**src/rtl/cpu_run_ctrl_if.sv**
```systemverilog
// cpu_run_ctrl_if: request/status bundle between the board wrapper (master)
// and the CPU execution controller (slave).
interface cpu_run_ctrl_if #(
  parameter int CNT_W = 32
);
  logic             run_req;
  logic             halt_req;
  logic             step_req;
  logic             cnt_clr;
  logic             bp_en;
  logic [31:0]      bp_inst;
  logic [31:0]      inst;
  logic             cpu_ce;
  logic [1:0]       state;
  logic [CNT_W-1:0] tick_cnt;
  logic             bp_hit;

  modport master (
    output run_req, halt_req, step_req, cnt_clr, bp_en, bp_inst, inst,
    input  cpu_ce, state, tick_cnt, bp_hit
  );

  modport slave (
    input  run_req, halt_req, step_req, cnt_clr, bp_en, bp_inst, inst,
    output cpu_ce, state, tick_cnt, bp_hit
  );
endinterface

```
**src/rtl/cpu_run_ctrl.sv**
```systemverilog
// cpu_run_ctrl: generates a single-cycle CPU clock enable on the board clock
// with run / halt / single-step / instruction-breakpoint modes.
// Define RUN_CTRL_BP_EN to build the breakpoint compare and BREAK state;
// without it the breakpoint inputs are ignored and bp_hit is tied low.
module cpu_run_ctrl #(
  parameter int DIV_N = 500,
  parameter int CNT_W = 32
) (
  input logic           clk,
  input logic           rst,
  cpu_run_ctrl_if.slave bus
);

  localparam int DIV_W = (DIV_N > 1) ? $clog2(DIV_N) : 1;
  localparam logic [DIV_W-1:0] DIV_LAST = DIV_W'(DIV_N - 1);

  typedef enum logic [1:0] {
    ST_HALT  = 2'b00,
    ST_RUN   = 2'b01,
    ST_STEP  = 2'b10,
    ST_BREAK = 2'b11
  } state_t;

  state_t           state_q;
  logic             ce_q;
  logic [DIV_W-1:0] div_q;
  logic [CNT_W-1:0] cnt_q;
  logic             bp_hit_q;
  logic             bp_skip_q;
  logic             tick_due;
  logic             bp_match;

  assign tick_due = (div_q == DIV_LAST);

`ifdef RUN_CTRL_BP_EN
  // bp_skip lets the CPU step off the instruction that caused the break.
  assign bp_match   = bus.bp_en && (bus.inst == bus.bp_inst) && !bp_skip_q;
  assign bus.bp_hit = bp_hit_q;
`else
  assign bp_match   = 1'b0;
  assign bus.bp_hit = 1'b0;
  logic unused_bp;
  assign unused_bp  = ^{bus.bp_en, bus.bp_inst, bus.inst, bp_hit_q, bp_skip_q};
`endif

  assign bus.cpu_ce   = ce_q;
  assign bus.state    = state_q;
  assign bus.tick_cnt = cnt_q;

  // Mode FSM with tick divider; cpu_ce is a registered one-cycle pulse.
  // NOTE: asynchronous reset sits in the sensitivity list so a reset mid-tick
  // kills a pending cpu_ce immediately, without waiting for a clock edge.
  always_ff @(posedge clk or posedge rst) begin
    if (rst) begin
      state_q   <= ST_HALT;
      ce_q      <= 1'b0;
      div_q     <= '0;
      bp_hit_q  <= 1'b0;
      bp_skip_q <= 1'b0;
    end else begin
      // NOTE: non-blocking assignments throughout; the default below is
      // overridden later in the same block, and every read sees old values.
      ce_q <= 1'b0;
      unique case (state_q)
        ST_HALT, ST_BREAK: begin
          div_q <= '0;
          if (bus.halt_req) begin
            state_q  <= ST_HALT;
            bp_hit_q <= 1'b0;
          end else if (bus.step_req) begin
            state_q  <= ST_STEP;
            ce_q     <= 1'b1;
            bp_hit_q <= 1'b0;
          end else if (bus.run_req) begin
            state_q  <= ST_RUN;
            bp_hit_q <= 1'b0;
            if (state_q == ST_BREAK) bp_skip_q <= 1'b1;
          end
        end
        ST_RUN: begin
          if (bus.halt_req) begin
            state_q <= ST_HALT;
            div_q   <= '0;
          end else if (tick_due) begin
            div_q <= '0;
            if (bp_match) begin
              state_q  <= ST_BREAK;
              bp_hit_q <= 1'b1;
            end else begin
              ce_q      <= 1'b1;
              bp_skip_q <= 1'b0;
            end
          end else begin
            div_q <= div_q + DIV_W'(1);
          end
        end
        ST_STEP: begin
          state_q <= ST_HALT;
        end
      endcase
    end
  end

  // Retired-tick counter; a clear wins over a same-edge increment.
  always_ff @(posedge clk or posedge rst) begin
    if (rst) begin
      cnt_q <= '0;
    end else if (bus.cnt_clr) begin
      cnt_q <= '0;
    end else if (ce_q) begin
      cnt_q <= cnt_q + CNT_W'(1);
    end
  end

endmodule

```
**src/flat_wrapper.sv**
```systemverilog
// flat-port wrapper written by rule: the top's interface ports become plain ports
module cpu_run_ctrl_flat 
#(
  parameter int DIV_N = 500,
  parameter int CNT_W = 32
)
  (clk, rst, bus_run_req, bus_halt_req, bus_step_req, bus_cnt_clr, bus_bp_en, bus_bp_inst, bus_inst, bus_cpu_ce, bus_state, bus_tick_cnt, bus_bp_hit);
  cpu_run_ctrl_if #(.CNT_W(CNT_W)) bus_i ();
  input logic clk;
  input logic rst;
  input wire logic [$bits(bus_i.run_req)-1:0] bus_run_req;
  input wire logic [$bits(bus_i.halt_req)-1:0] bus_halt_req;
  input wire logic [$bits(bus_i.step_req)-1:0] bus_step_req;
  input wire logic [$bits(bus_i.cnt_clr)-1:0] bus_cnt_clr;
  input wire logic [$bits(bus_i.bp_en)-1:0] bus_bp_en;
  input wire logic [$bits(bus_i.bp_inst)-1:0] bus_bp_inst;
  input wire logic [$bits(bus_i.inst)-1:0] bus_inst;
  output wire logic [$bits(bus_i.cpu_ce)-1:0] bus_cpu_ce;
  output wire logic [$bits(bus_i.state)-1:0] bus_state;
  output wire logic [$bits(bus_i.tick_cnt)-1:0] bus_tick_cnt;
  output wire logic [$bits(bus_i.bp_hit)-1:0] bus_bp_hit;
  assign bus_i.run_req = bus_run_req;
  assign bus_i.halt_req = bus_halt_req;
  assign bus_i.step_req = bus_step_req;
  assign bus_i.cnt_clr = bus_cnt_clr;
  assign bus_i.bp_en = bus_bp_en;
  assign bus_i.bp_inst = bus_bp_inst;
  assign bus_i.inst = bus_inst;
  assign bus_cpu_ce = bus_i.cpu_ce;
  assign bus_state = bus_i.state;
  assign bus_tick_cnt = bus_i.tick_cnt;
  assign bus_bp_hit = bus_i.bp_hit;
  cpu_run_ctrl #(.DIV_N(DIV_N), .CNT_W(CNT_W)) u_core (.clk(clk), .rst(rst), .bus(bus_i));
endmodule
```
**config.mk**
```make
export PLATFORM = sky130hd
export DESIGN_NAME = cpu_run_ctrl_flat
export DESIGN_NICKNAME = d
export VERILOG_FILES = /design/src/rtl/cpu_run_ctrl_if.sv /design/src/rtl/cpu_run_ctrl.sv /design/src/flat_wrapper.sv
export SDC_FILE = /design/constraint.sdc
export NUM_CORES = 1
export LEC_CHECK = 0
export BUFFER_PORTS_ARGS = -buffer_cell sky130_fd_sc_hd__clkbuf_2
export CAP_MARGIN = 25
export CELL_PAD_IN_SITES_DETAIL_PLACEMENT = 1
export CELL_PAD_IN_SITES_GLOBAL_PLACEMENT = 2
export CORE_MARGIN = 5
export CORE_UTILIZATION = 24
export CTS_CLUSTER_SIZE = 30
export DETAILED_ROUTE_END_ITERATION = 7
export PLACE_DENSITY = 0.73
export SYNTH_ARGS = -nofsm -noshare
export SYNTH_HDL_FRONTEND = slang
export SYNTH_SLANG_ARGS = --single-unit
```
**constraint.sdc**
```tcl
create_clock -name clk -period 1.6 [get_ports clk]
set_input_delay 0.16 -clock clk [delete_from_list [all_inputs] [get_ports clk]]
set_output_delay 0.16 -clock clk [all_outputs]
set_load 0.01 [all_outputs]
```
==> summary.md, run 1 <==
| Metric | Value |
|---|---|
| Placed insts | `467` |
| Yosys top cell area share | `0.470` |
| Wire length per cell | `15.0 microns` |
| Synthesized instance count | `243` |
| GRT overflow | `0` |
| Synth async-reset ratio | `1.00` |
| Bufs on Longest Clock Path | `2` |
| Vias | `2306` |
| Nets | `439` |
| Clock skew | `0.00338 ns` |
| CTS root buffer | `clkbuf_8` |
| Share of layout cells above drive strength 1 | `0.499` |
| Crit-path max FO | `6` |
| Commonest non-fill, non-tap cell in the layout | `buf_4` |
| Largest family of logic cells by synthesized area | `simple AND/OR/NAND/NOR gates` |
| Synth top area cells | `dfrtp_1, xor2_1, nor2_1` |
| Critical-path top delay cell | `or4_1` |
| Startpoint Class | `register` |
| Yosys reg bits | `44` |
| P_int | `0.00158 W` |
| Width of the die | `109 microns` |
| Skew-Pair Late Insertion Delay | `0.30 ns` |
| Detail Route Antenna Nets | `0` |
| Net Count, Synth | `318` |
| Seq pwr share | `0.541` |
| Failing checks | `negative setup slack` |
| Synth warnings | `0` |
| Adder-Cell Fraction of Synth Area | `0.0214` |
| Status | `finished with violations` |
| Crit path largest cell delay | `0.53 ns` |
| Critical path class | `register to register` |
| Max VDD drop | `0.306 mV` |
| Antenna violations before repair | `0` |
| Dpl hpwl | `5040 microns` |
| I/O Pins | `107` |
| Ant. Diodes | `0` |
| DRC violation count after routing | `0` |
| Die ar. | `0.0118 sq mm` |
| Fin worst setup slack | `-0.137 ns` |
| CP arrival | `1.96 ns` |
| Most frequent cells in the layout | `buf_4, clkbuf_2, dfrtp_1, nor2_1` |
| Synth Area in Compound Gates | `0.0748` |
| Drt pass-1 iters | `2` |
| Synth unique cells | `34` |
| Gate power share | `0.104` |
| Synth-to-Final Area Change | `59.5%` |
| Vias/cell | `4.63` |
| Min Tclk post-route | `1.74 ns` |
| CP bufs+invs | `1` |
| CTS tree | `built` |
| Levels on crit path | `5` |
| Largest net degree at the start of global routing | `31` |
| Pwr/cell area | `566 mW/mm^2` |
| Yosys top cell by area | `dfrtp_1` |
| Leak Pwr | `1.80 nW` |
| Total wire length | `7450 microns` |
| Syn avg cell area | `9.64 sq um` |
| Buffers on Ports | `40` |
| R2R Setup Slk | `-0.14 ns` |
| RSZ-0062 raised after global routing | `yes` |
| Synth Area in Simple Gates | `0.274` |
| 1st-iter DRT viols | `74` |
| Reg-to-reg critical path endpoint | `u_core.bus.tick_cnt[21]` |
| Post-synthesis mux area share | `0.0427` |
| CP delay by family, top | `simple AND/OR/NAND/NOR gates` |
| Starting Density | `0.243` |
| First-pass GRT wire length | `12000 microns` |
| Worst r2r src | `u_core.bus.tick_cnt[10]` |
| Cell Chain, Critical Path | `and4_4, nand4_4, buf_6, or4_1, a21oi_1` |
| Worst R2R Path Depth | `5` |
| Vias in the first global route | `2406` |
| Clock transition at the registers of the reported paths | `0.09 ns` |
| Switch share | `0.255` |
| CTS buffer count | `5` |
| Worst setup endpoint | `u_core.bus.tick_cnt[21]` |
| P_sw | `0.000540 W` |
| Seq/Total Area, Yosys | `0.470` |
| CP startpoint | `u_core.bus.tick_cnt[10]` |
| Slew Limit Fails | `0` |
| Clock sink total | `44` |
| Top FF cell, synth | `dfrtp_1` |
| All-Layer GR Usage | `0.127` |
| F_max | `576 MHz` |
| Cell Area, Synth | `0.00234 sq mm` |
| RePlAce Congestion | `0.765` |
| Worst Setup End Kind | `register` |
| Cell Count, Final, Fillers Out | `498` |
| H-tree Lvls | `2` |
| Core area | `0.00964 sq mm` |
| FP Rows | `36` |
| Period utilization | `1.09` |
| Post-synthesis xor/xnor area fraction | `0.0785` |
| Hold_ws | `0.0621 ns` |
| Fin. Hold Viols | `0` |
| Max_cap viols | `0` |
| Die H | `109 microns` |
| Hold crit path type | `input pin to register` |
| Worst EP required | `1.82 ns` |
| Setup violators final | `17` |
| EDFF count, synth | `0` |
| Fill count | `1135` |
| Share of total power in the clock network | `0.356` |
power by group through the flow:
stage          Clock [W]  Sequential (W)  Combinational [W]
2_1_floorplan          0         0.00117           0.000103
3_3_place_gp           0         0.00116           0.000196
3_5_place_dp           0         0.00116           0.000201
4_1_cts         0.000783         0.00114           0.000208
5_1_grt         0.000833         0.00115           0.000249
6_report        0.000753         0.00114           0.000219
metal layers:
layer | up-vias | routed length [microns] | track usage
met1 | 1172 | 3110 | 0.157
met3 | 5 | 180 | 0.0207
met2 | 27 | 4120 | 0.233
met4 | 0 | 44 | 0.0252
met5 | - | 0 | 0
li1 | 1102 | - | -
area by class of cell:
cell class	instances	area [sq um]	area share
Clock buffer	7	86.3	0.0231
Tap cell	133	166	0.0445
Sequential cell	44	1110	0.297
Clock inverter	1	7.51	0.00201
Multi-Input combinational cell	181	1430	0.384
Inverter	7	26.3	0.00703
Timing Repair Buffer	125	907	0.243
metrics by stage:
step	utilization	instance area (sq um)	worst slack (ns)	power, W	TNS (ns)
floorplan	-	2440	-0.148	0.00127	-0.843
global placement	0.333	3210	-0.102	0.00136	-0.773
detailed placement	0.333	3210	-0.170	0.00137	-1.34
CTS	0.361	3480	-0.110	0.00213	-1.10
global route	0.388	3740	-0.221	0.00223	-2.74
finish	0.388	3740	-0.137	0.00212	-1.28
cell usage after synthesis, types with 3 or more instances:
cell type	n
or3_1	3
xnor2_1	6
or4_1	8
nand2_1	15
nand4b_1	3
o31ai_1	7
and3_1	3
clkbuf_1	6
nor2b_1	10
a21oi_1	14
nor2_1	34
nand3_1	10
inv_1	7
buf_2	4
o21ai_0	5
nor4_1	8
nor3_1	3
nand4_1	11
ha_1	4
and4_1	4
xor2_1	15
dfrtp_1	44
mux2_2	8
logic make-up after synthesis:
family / Yosys count
xor gates and xnor gates: 21
other: 1
adders and majority gates: 4
AOI/OAI and AO/OA: 29
and+or+nand+nor: 116
buffers and inverters: 19
DFF: 44
muxes: 9
flip-flops by register name, indices dropped and copies added, names as in the netlist:
| signal | cells |
|---|---|
| u_core.bus.cpu_ce | 1 |
| u_core.div_q | 9 |
| u_core.bus.tick_cnt | 32 |
| u_core.bus.state | 2 |
worst min-delay path by stage:
stage	startpoint	endpoint	slack [ns]	cells after the start
after floorplan	bus_halt_req	u_core.bus.state[1]	0.22	1
after global placement	rst	u_core.bus.tick_cnt[12]	0.03	2
after detailed placement	rst	u_core.bus.tick_cnt[12]	0.03	2
after CTS	bus_halt_req	u_core.bus.state[1]	0.05	2
after global routing	bus_halt_req	u_core.bus.state[1]	0.05	2
final	bus_halt_req	u_core.bus.state[1]	0.06	2
timing repair:
action / CTS / global route
endpoints found under the setup margin: 16 / 27
hold buffers: 1 / 0
gates resized for setup: 20 / 29
gates cloned: 1 / 0
pin swaps: 15 / 6
buffers inserted: 7 / 14
hold endpoints to repair: 44 / 0
Note: power is estimated with default switching activity, not from simulation.
==> inputs of run 2 (changes only) <==
--- a/config.mk
+++ b/config.mk
@@ -13,6 +13,7 @@
 export CORE_UTILIZATION = 24
 export CTS_CLUSTER_SIZE = 30
 export DETAILED_ROUTE_END_ITERATION = 7
+export MAX_ROUTING_LAYER = met4
 export PLACE_DENSITY = 0.73
 export SYNTH_ARGS = -nofsm -noshare
 export SYNTH_HDL_FRONTEND = slang
==> run 2 against run 1 <==
The flow still finishes with violations (negative setup slack). Via count rose by 0.13%. Sequential power hardly changed. First-iteration DRC count is 16% lower. Worst hold slack worse by 0.00089 ns.
==> summary.md, run 2 (synthesis gave the netlist of run 1 again) <==
| Metric | Value |
|---|---|
| CTS tree | `built (unchanged)` |
| First-pass GRT wire length | `12000 microns (about the same)` |
| Total wire length | `7330 microns (was 7450 microns)` |
| Width of the die | `109 microns (unchanged)` |
| Antenna violations before repair | `0 (unchanged)` |
| Max_cap viols | `0 (unchanged)` |
| Bufs on Longest Clock Path | `2 (unchanged)` |
| Max VDD drop | `0.308 mV (was 0.306 mV)` |
| Starting Density | `0.243 (unchanged)` |
| Clock transition at the registers of the reported paths | `0.09 ns (about the same)` |
| Wire length per cell | `14.8 microns (was 15.0 microns)` |
| Final core utilization | `0.382 (was 0.388)` |
| Detail Route Antenna Nets | `0 (unchanged)` |
| H-tree Lvls | `2 (unchanged)` |
| All-Layer GR Usage | `0.130 (was 0.127)` |
| Vias/cell | `4.66 (was 4.63)` |
| Worst Setup End Kind | `register (unchanged)` |
| F_max | `586 MHz (was 576 MHz)` |
| Worst EP required | `1.79 ns (was 1.82 ns)` |
| Critical path class | `register to register (unchanged)` |
| Hold crit path type | `input pin to register (unchanged)` |
| DRC violation count after routing | `0 (unchanged)` |
| RSZ-0062 raised after global routing | `yes (unchanged)` |
| CP bufs+invs | `1 (unchanged)` |
| GRT overflow | `0 (unchanged)` |
| Fin worst setup slack | `-0.106 ns (was -0.137 ns)` |
| Commonest non-fill, non-tap cell in the layout | `buf_4 (unchanged)` |
| Critical-path top delay cell | `dfrtp_1 (was or4_1)` |
| CP delay by family, top | `simple AND/OR/NAND/NOR gates (unchanged)` |
| Dpl hpwl | `5040 microns (unchanged)` |
| Clock skew | `0.00339 ns (was 0.00338 ns)` |
| Clock sink total | `44 (unchanged)` |
| Largest net degree at the start of global routing | `31 (unchanged)` |
| Crit-path max FO | `6 (unchanged)` |
| Core area | `0.00964 sq mm (unchanged)` |
| Vias in the first global route | `2412 (was 2406)` |
| CTS buffer count | `5 (unchanged)` |
| Buffers on Ports | `40 (unchanged)` |
| Most frequent cells in the layout | `buf_4, clkbuf_2, dfrtp_1, nor2_1 (unchanged)` |
| Nets | `436 (was 439)` |
| Failing checks | `negative setup slack (unchanged)` |
| Setup TNS | `-1.09 ns (was -1.28 ns)` |
| Ant. Diodes | `0 (unchanged)` |
| Placement Setup Slack | `-0.170 ns (unchanged)` |
| Fill count | `1145 (was 1135)` |
| Vias | `2309 (was 2306)` |
| Status | `finished with violations (unchanged)` |
| Fin. Hold Viols | `0 (unchanged)` |
| I/O Pins | `107 (unchanged)` |
| Period utilization | `1.07 (was 1.09)` |
| Share of layout cells above drive strength 1 | `0.494 (was 0.499)` |
| Pwr/cell area | `574 mW/mm^2 (was 566 mW/mm^2)` |
| Crit path largest cell delay | `0.36 ns (was 0.53 ns)` |
| Setup violators final | `17 (unchanged)` |
| Skew-Pair Late Insertion Delay | `0.29 ns (was 0.30 ns)` |
| Hold_ws | `0.0612 ns (was 0.0621 ns)` |
| CTS root buffer | `clkbuf_8 (unchanged)` |
| Die ar. | `0.0118 sq mm (unchanged)` |
| FP Rows | `36 (unchanged)` |
| Slew Limit Fails | `0 (unchanged)` |
| Largest register FFs | `32 (unchanged)` |
| Leak Pwr | `1.76 nW (was 1.80 nW)` |
| Cell Chain, Critical Path | `and4_4, nand4_4, buf_4, nor4_4, mux2_4 (was and4_4, nand4_4, buf_6, or4_1, a21oi_1)` |
| 1st-iter DRT viols | `62 (was 74)` |
| Die H | `109 microns (unchanged)` |
| RePlAce Congestion | `0.775 (was 0.765)` |
| CP arrival | `1.89 ns (was 1.96 ns)` |
| Synth-to-Final Area Change | `57.2% (was 59.5%)` |
| Startpoint Class | `register (unchanged)` |
| Min Tclk post-route | `1.71 ns (was 1.74 ns)` |
| Drt pass-1 iters | `4 (was 2)` |
[run 2: changes by cell type in the layout (fill, tap and decap cells not counted), sizes merged]
cell / delta
buf: -3
[run 2: worst reg2reg max path: stages (launching register included)]
cell,delay [ns]
dfrtp_1,0.36
and4_4,0.26
nand4_4,0.15
buf_4,0.19
nor4_4,0.31
mux2_4,0.33
[run 2: timing repair]
action                                 in CTS  in global routing
pin swaps                                  15                  4
setup endpoints to repair                  16                 27
cloned                                      1                  0
setup buffers                               7                 11
endpoints found under the hold margin      44                  0
gates resized for setup                    20                 22
hold buffers                                1                  0
[run 2: power by group]
part           internal, W  total (W)  switching, W
Clock             0.000352   0.000750      0.000399
Combinational    0.0000970   0.000219      0.000122
Sequential         0.00113    0.00114     0.0000169
Total              0.00158    0.00211      0.000538
[run 2: cell type report]
type	instances	area, sq um	share of cell area
Clock buffer	7	86.3	0.0234
Timing Repair Buffer	122	873	0.237
Multi-Input combinational cell	181	1410	0.384
Inverter	7	26.3	0.00714
Clock inverter	1	7.51	0.00204
Sequential cell	44	1110	0.301
Tap cell	133	166	0.0452
[run 2: per-stage QoR]
| step | std cells | power [W] | instance area (sq um) |
|---|---|---|---|
| 2_1_floorplan | 243 | 0.00127 | 2440 |
| 3_3_place_gp | 467 | 0.00136 | 3210 |
| 3_5_place_dp | 467 | 0.00137 | 3210 |
| 4_1_cts | 484 | 0.00213 | 3480 |
| 5_1_grt | 495 | 0.00223 | 3680 |
| 6_report | 495 | 0.00211 | 3680 |
[run 2: metal layers]
layer	vias to the layer above	wire, microns	track usage
met2	29	4030	0.234
met5	-	0	-
li1	1095	-	-
met1	1179	3070	0.156
met3	6	180	0.0201
met4	0	53	0.0252
[run 2: final timing paths]
kind,startpoint,to,slack (ns),depth (start not counted)
worst min-delay path,bus_halt_req,u_core.bus.state[1],0.06,2
max in group asynchronous,rst,u_core.bus.tick_cnt[16],0.88,4
worst min register to register,u_core.div_q[8],u_core.div_q[8],0.55,2
worst max register to register,u_core.bus.tick_cnt[10],u_core.bus.tick_cnt[30],-0.11,5
min in group asynchronous,rst,u_core.bus.tick_cnt[11],0.27,3
worst max-delay path,u_core.bus.tick_cnt[10],u_core.bus.tick_cnt[30],-0.11,5
==> inputs of run 3 (changes only) <==
--- a/config.mk
+++ b/config.mk
@@ -10,11 +10,12 @@
 export CELL_PAD_IN_SITES_DETAIL_PLACEMENT = 1
 export CELL_PAD_IN_SITES_GLOBAL_PLACEMENT = 2
 export CORE_MARGIN = 5
-export CORE_UTILIZATION = 24
+export CORE_UTILIZATION = 25
+export CTS_BUF_LIST = sky130_fd_sc_hd__clkbuf_4
 export CTS_CLUSTER_SIZE = 30
 export DETAILED_ROUTE_END_ITERATION = 7
 export MAX_ROUTING_LAYER = met4
-export PLACE_DENSITY = 0.73
+export PLACE_DENSITY = 0.75
 export SYNTH_ARGS = -nofsm -noshare
 export SYNTH_HDL_FRONTEND = slang
 export SYNTH_SLANG_ARGS = --single-unit
==> run 3 against run 2 <==
Largest power group unchanged. Maximum frequency is 2.7% lower. Wire length is 0.76% higher. The flow still finishes with violations (negative setup slack). Register-to-register slack worse by 0.05 ns.
==> summary.md, run 3 (synthesis gave the netlist of run 1 again) <==
| Metric | Value |
|---|---|
| Status | `finished with violations (unchanged)` |
| Failing checks | `negative setup slack (unchanged)` |
| Met3 wire length | `182 microns (was 180 microns)` |
| Critical-path top delay cell | `or4_4 (was dfrtp_1)` |
| Starting Density | `0.255 (was 0.243)` |
| Core area | `0.00920 sq mm (was 0.00964 sq mm)` |
| CP bufs+invs | `2 (was 1)` |
| Total wire length | `7390 microns (was 7330 microns)` |
| CP delay by family, top | `simple AND/OR/NAND/NOR gates (unchanged)` |
| Cell Chain, Critical Path | `and4_4, nand4_4, buf_6, buf_6, or4_4, a21oi_2 (was and4_4, nand4_4, buf_4, nor4_4, mux2_4)` |
| 1st-iter DRT viols | `74 (was 62)` |
| H-tree Lvls | `2 (unchanged)` |
| Met2 routed WL | `3980 microns (was 4030 microns)` |
| Share of total power in the clock network | `0.292 (was 0.355)` |
| I/O Pins | `107 (unchanged)` |
| R2R Setup Slk | `-0.15 ns (was -0.11 ns)` |
| Vias/cell | `4.82 (was 4.66)` |
| FP Rows | `35 (was 36)` |
| Vias in the first global route | `2469 (was 2412)` |
| Synth-to-Final Area Change | `55.1% (was 57.2%)` |
| Largest register FFs | `32 (unchanged)` |
| DR top layer | `met4 (unchanged)` |
| F_max | `570 MHz (was 586 MHz)` |
| Width of the die | `107 microns (was 109 microns)` |
| Pwr/cell area | `532 mW/mm^2 (was 574 mW/mm^2)` |
| Bufs on Longest Clock Path | `2 (unchanged)` |
| Fin worst setup slack | `-0.153 ns (was -0.106 ns)` |
| CP arrival | `2.05 ns (was 1.89 ns)` |
| Startpoint Class | `register (unchanged)` |
| Clock sink total | `44 (unchanged)` |
| Seq pwr share | `0.591 (was 0.541)` |
| CTS root buffer | `clkbuf_4 (was clkbuf_8)` |
| Dpl hpwl | `4950 microns (was 5040 microns)` |
| Clock transition at the registers of the reported paths | `0.16 ns (was 0.09 ns)` |
| CTS tree | `built (unchanged)` |
| Die ar. | `0.0114 sq mm (was 0.0118 sq mm)` |
| GRT overflow | `0 (unchanged)` |
| Slew Limit Fails | `0 (unchanged)` |
| Pwr Total | `0.00193 W (was 0.00211 W)` |
| Placed instance area | `0.00318 sq mm (was 0.00321 sq mm)` |
| Post-Route M1 WL | `3140 microns (was 3070 microns)` |
| Hold crit path type | `input pin to register (unchanged)` |
| Crit path top cell by count | `buf_6` |
| Fin. Hold Viols | `0 (unchanged)` |
| Max_cap viols | `0 (unchanged)` |
| Max VDD drop | `0.293 mV (was 0.308 mV)` |
| Share of layout cells above drive strength 1 | `0.485 (was 0.494)` |
| Multi-input gate area | `0.00143 sq mm (was 0.00141 sq mm)` |
| Switch share | `0.273 (was 0.255)` |
| Gate power share | `0.116 (was 0.104)` |
| Commonest non-fill, non-tap cell in the layout | `buf_4 (unchanged)` |
| Detail Route Antenna Nets | `0 (unchanged)` |
| Fill count | `1067 (was 1145)` |
| RePlAce Congestion | `0.746 (was 0.775)` |
| Sequential cell area | `0.00111 sq mm (about the same)` |
| Drt pass-1 iters | `4 (unchanged)` |
| P_int | `0.00141 W (was 0.00158 W)` |
| First-pass GRT wire length | `12400 microns (was 12000 microns)` |
| Worst EP required | `1.90 ns (was 1.79 ns)` |
| P_sw | `0.000527 W (was 0.000538 W)` |
| Crit path largest cell delay | `0.47 ns (was 0.36 ns)` |
| Most frequent cells in the layout | `buf_4, clkbuf_2, dfrtp_1, nor2_1 (unchanged)` |
| Crit-path max FO | `6 (unchanged)` |
| Wire length per cell | `15.6 microns (was 14.8 microns)` |
| Vias | `2285 (was 2309)` |
| Critical path class | `register to register (unchanged)` |
| Clock skew | `0.0329 ns (was 0.00339 ns)` |
| Die H | `107 microns (was 109 microns)` |
| RSZ-0062 raised after global routing | `yes (unchanged)` |
| Final core utilization | `0.395 (was 0.382)` |
| Worst Setup End Kind | `register (unchanged)` |
| Leak Pwr | `1.79 nW (was 1.76 nW)` |
| Setup TNS | `-1.39 ns (was -1.09 ns)` |
| Fin area | `0.00363 sq mm (was 0.00368 sq mm)` |
| Min Tclk post-route | `1.75 ns (was 1.71 ns)` |
| Skew-Pair Late Insertion Delay | `0.38 ns (was 0.29 ns)` |
| CTS buffer count | `5 (unchanged)` |
| Antenna violations before repair | `0 (unchanged)` |
| Ant. Diodes | `0 (unchanged)` |
| Buffers on Ports | `40 (unchanged)` |
| DRC violation count after routing | `0 (unchanged)` |
| Nets | `438 (was 436)` |
| All-Layer GR Usage | `0.137 (was 0.130)` |
| Period utilization | `1.10 (was 1.07)` |
| Largest net degree at the start of global routing | `45 (was 31)` |
| Setup violators final | `17 (unchanged)` |
## run 3: cell count changes in the layout (fill, tap and decap cells not counted), sizes merged
cell	previous run	this run
clkbuf	47	46
dlygate4sd3	1	2
clkinv	1	2
clkinvlp	1	0
buf	81	82
## run 3: per-layer routing
layer | GRT usage | up-vias
met4 | 0.0320 | 0
li1 | - | 1103
met3 | 0.0223 | 7
met1 | 0.161 | 1144
met2 | 0.247 | 31
met5 | - | -
## run 3: metrics by stage
stage          cells  worst slack, ns  hold slack (ns)
5_1_grt          474           -0.216           0.0537
6_report         474           -0.153           0.0537
4_1_cts          464           -0.119           0.0356
3_5_place_dp     445           -0.107            0.214
3_3_place_gp     445          -0.0749            0.213
2_1_floorplan    243           -0.148            0.223
## run 3: path summary, 6_finish.rpt
path	end	start	cells past startpoint
max reg2reg	u_core.bus.tick_cnt[22]	u_core.bus.tick_cnt[9]	6
max in group asynchronous	u_core.bus.tick_cnt[2]	rst	4
min	u_core.bus.state[1]	bus_step_req	3
min reg2reg	u_core.div_q[8]	u_core.div_q[8]	2
min in group asynchronous	u_core.bus.tick_cnt[9]	rst	4
max	u_core.bus.tick_cnt[22]	u_core.bus.tick_cnt[9]	6
## run 3: power by group through the flow
stage / Combinational [W] / Sequential (W) / Clock, W
CTS: 0.000210 / 0.00114 / 0.000583
finish: 0.000225 / 0.00114 / 0.000565
detailed placement: 0.000204 / 0.00116 / 0
global route: 0.000253 / 0.00115 / 0.000637
global placement: 0.000196 / 0.00116 / 0
floorplan: 0.000103 / 0.00117 / 0
## run 3: final cells by class
class,count,share of cell area
inverters,7,0.00723
multi-input cells,181,0.394
clock buffers,6,0.0124
clock inverters,1,0.00138
flip-flops and latches,44,0.305
repair buffers,124,0.241
well taps,111,0.0382
## run 3: worst register-to-register path, stage by stage, from the launching register on
cell	delay, ns
dfrtp_2	0.39
and4_4	0.25
nand4_4	0.15
buf_6	0.18
buf_6	0.11
or4_4	0.47
a21oi_2	0.13
## run 3: what timing repair did
action	4_1_cts	5_1_grt
cloned	2	0
endpoints found under the setup margin	17	27
hold buffers	2	0
buffers inserted	8	10
resized for setup	29	18
pin swaps	15	8
endpoints found under the hold margin	47	0
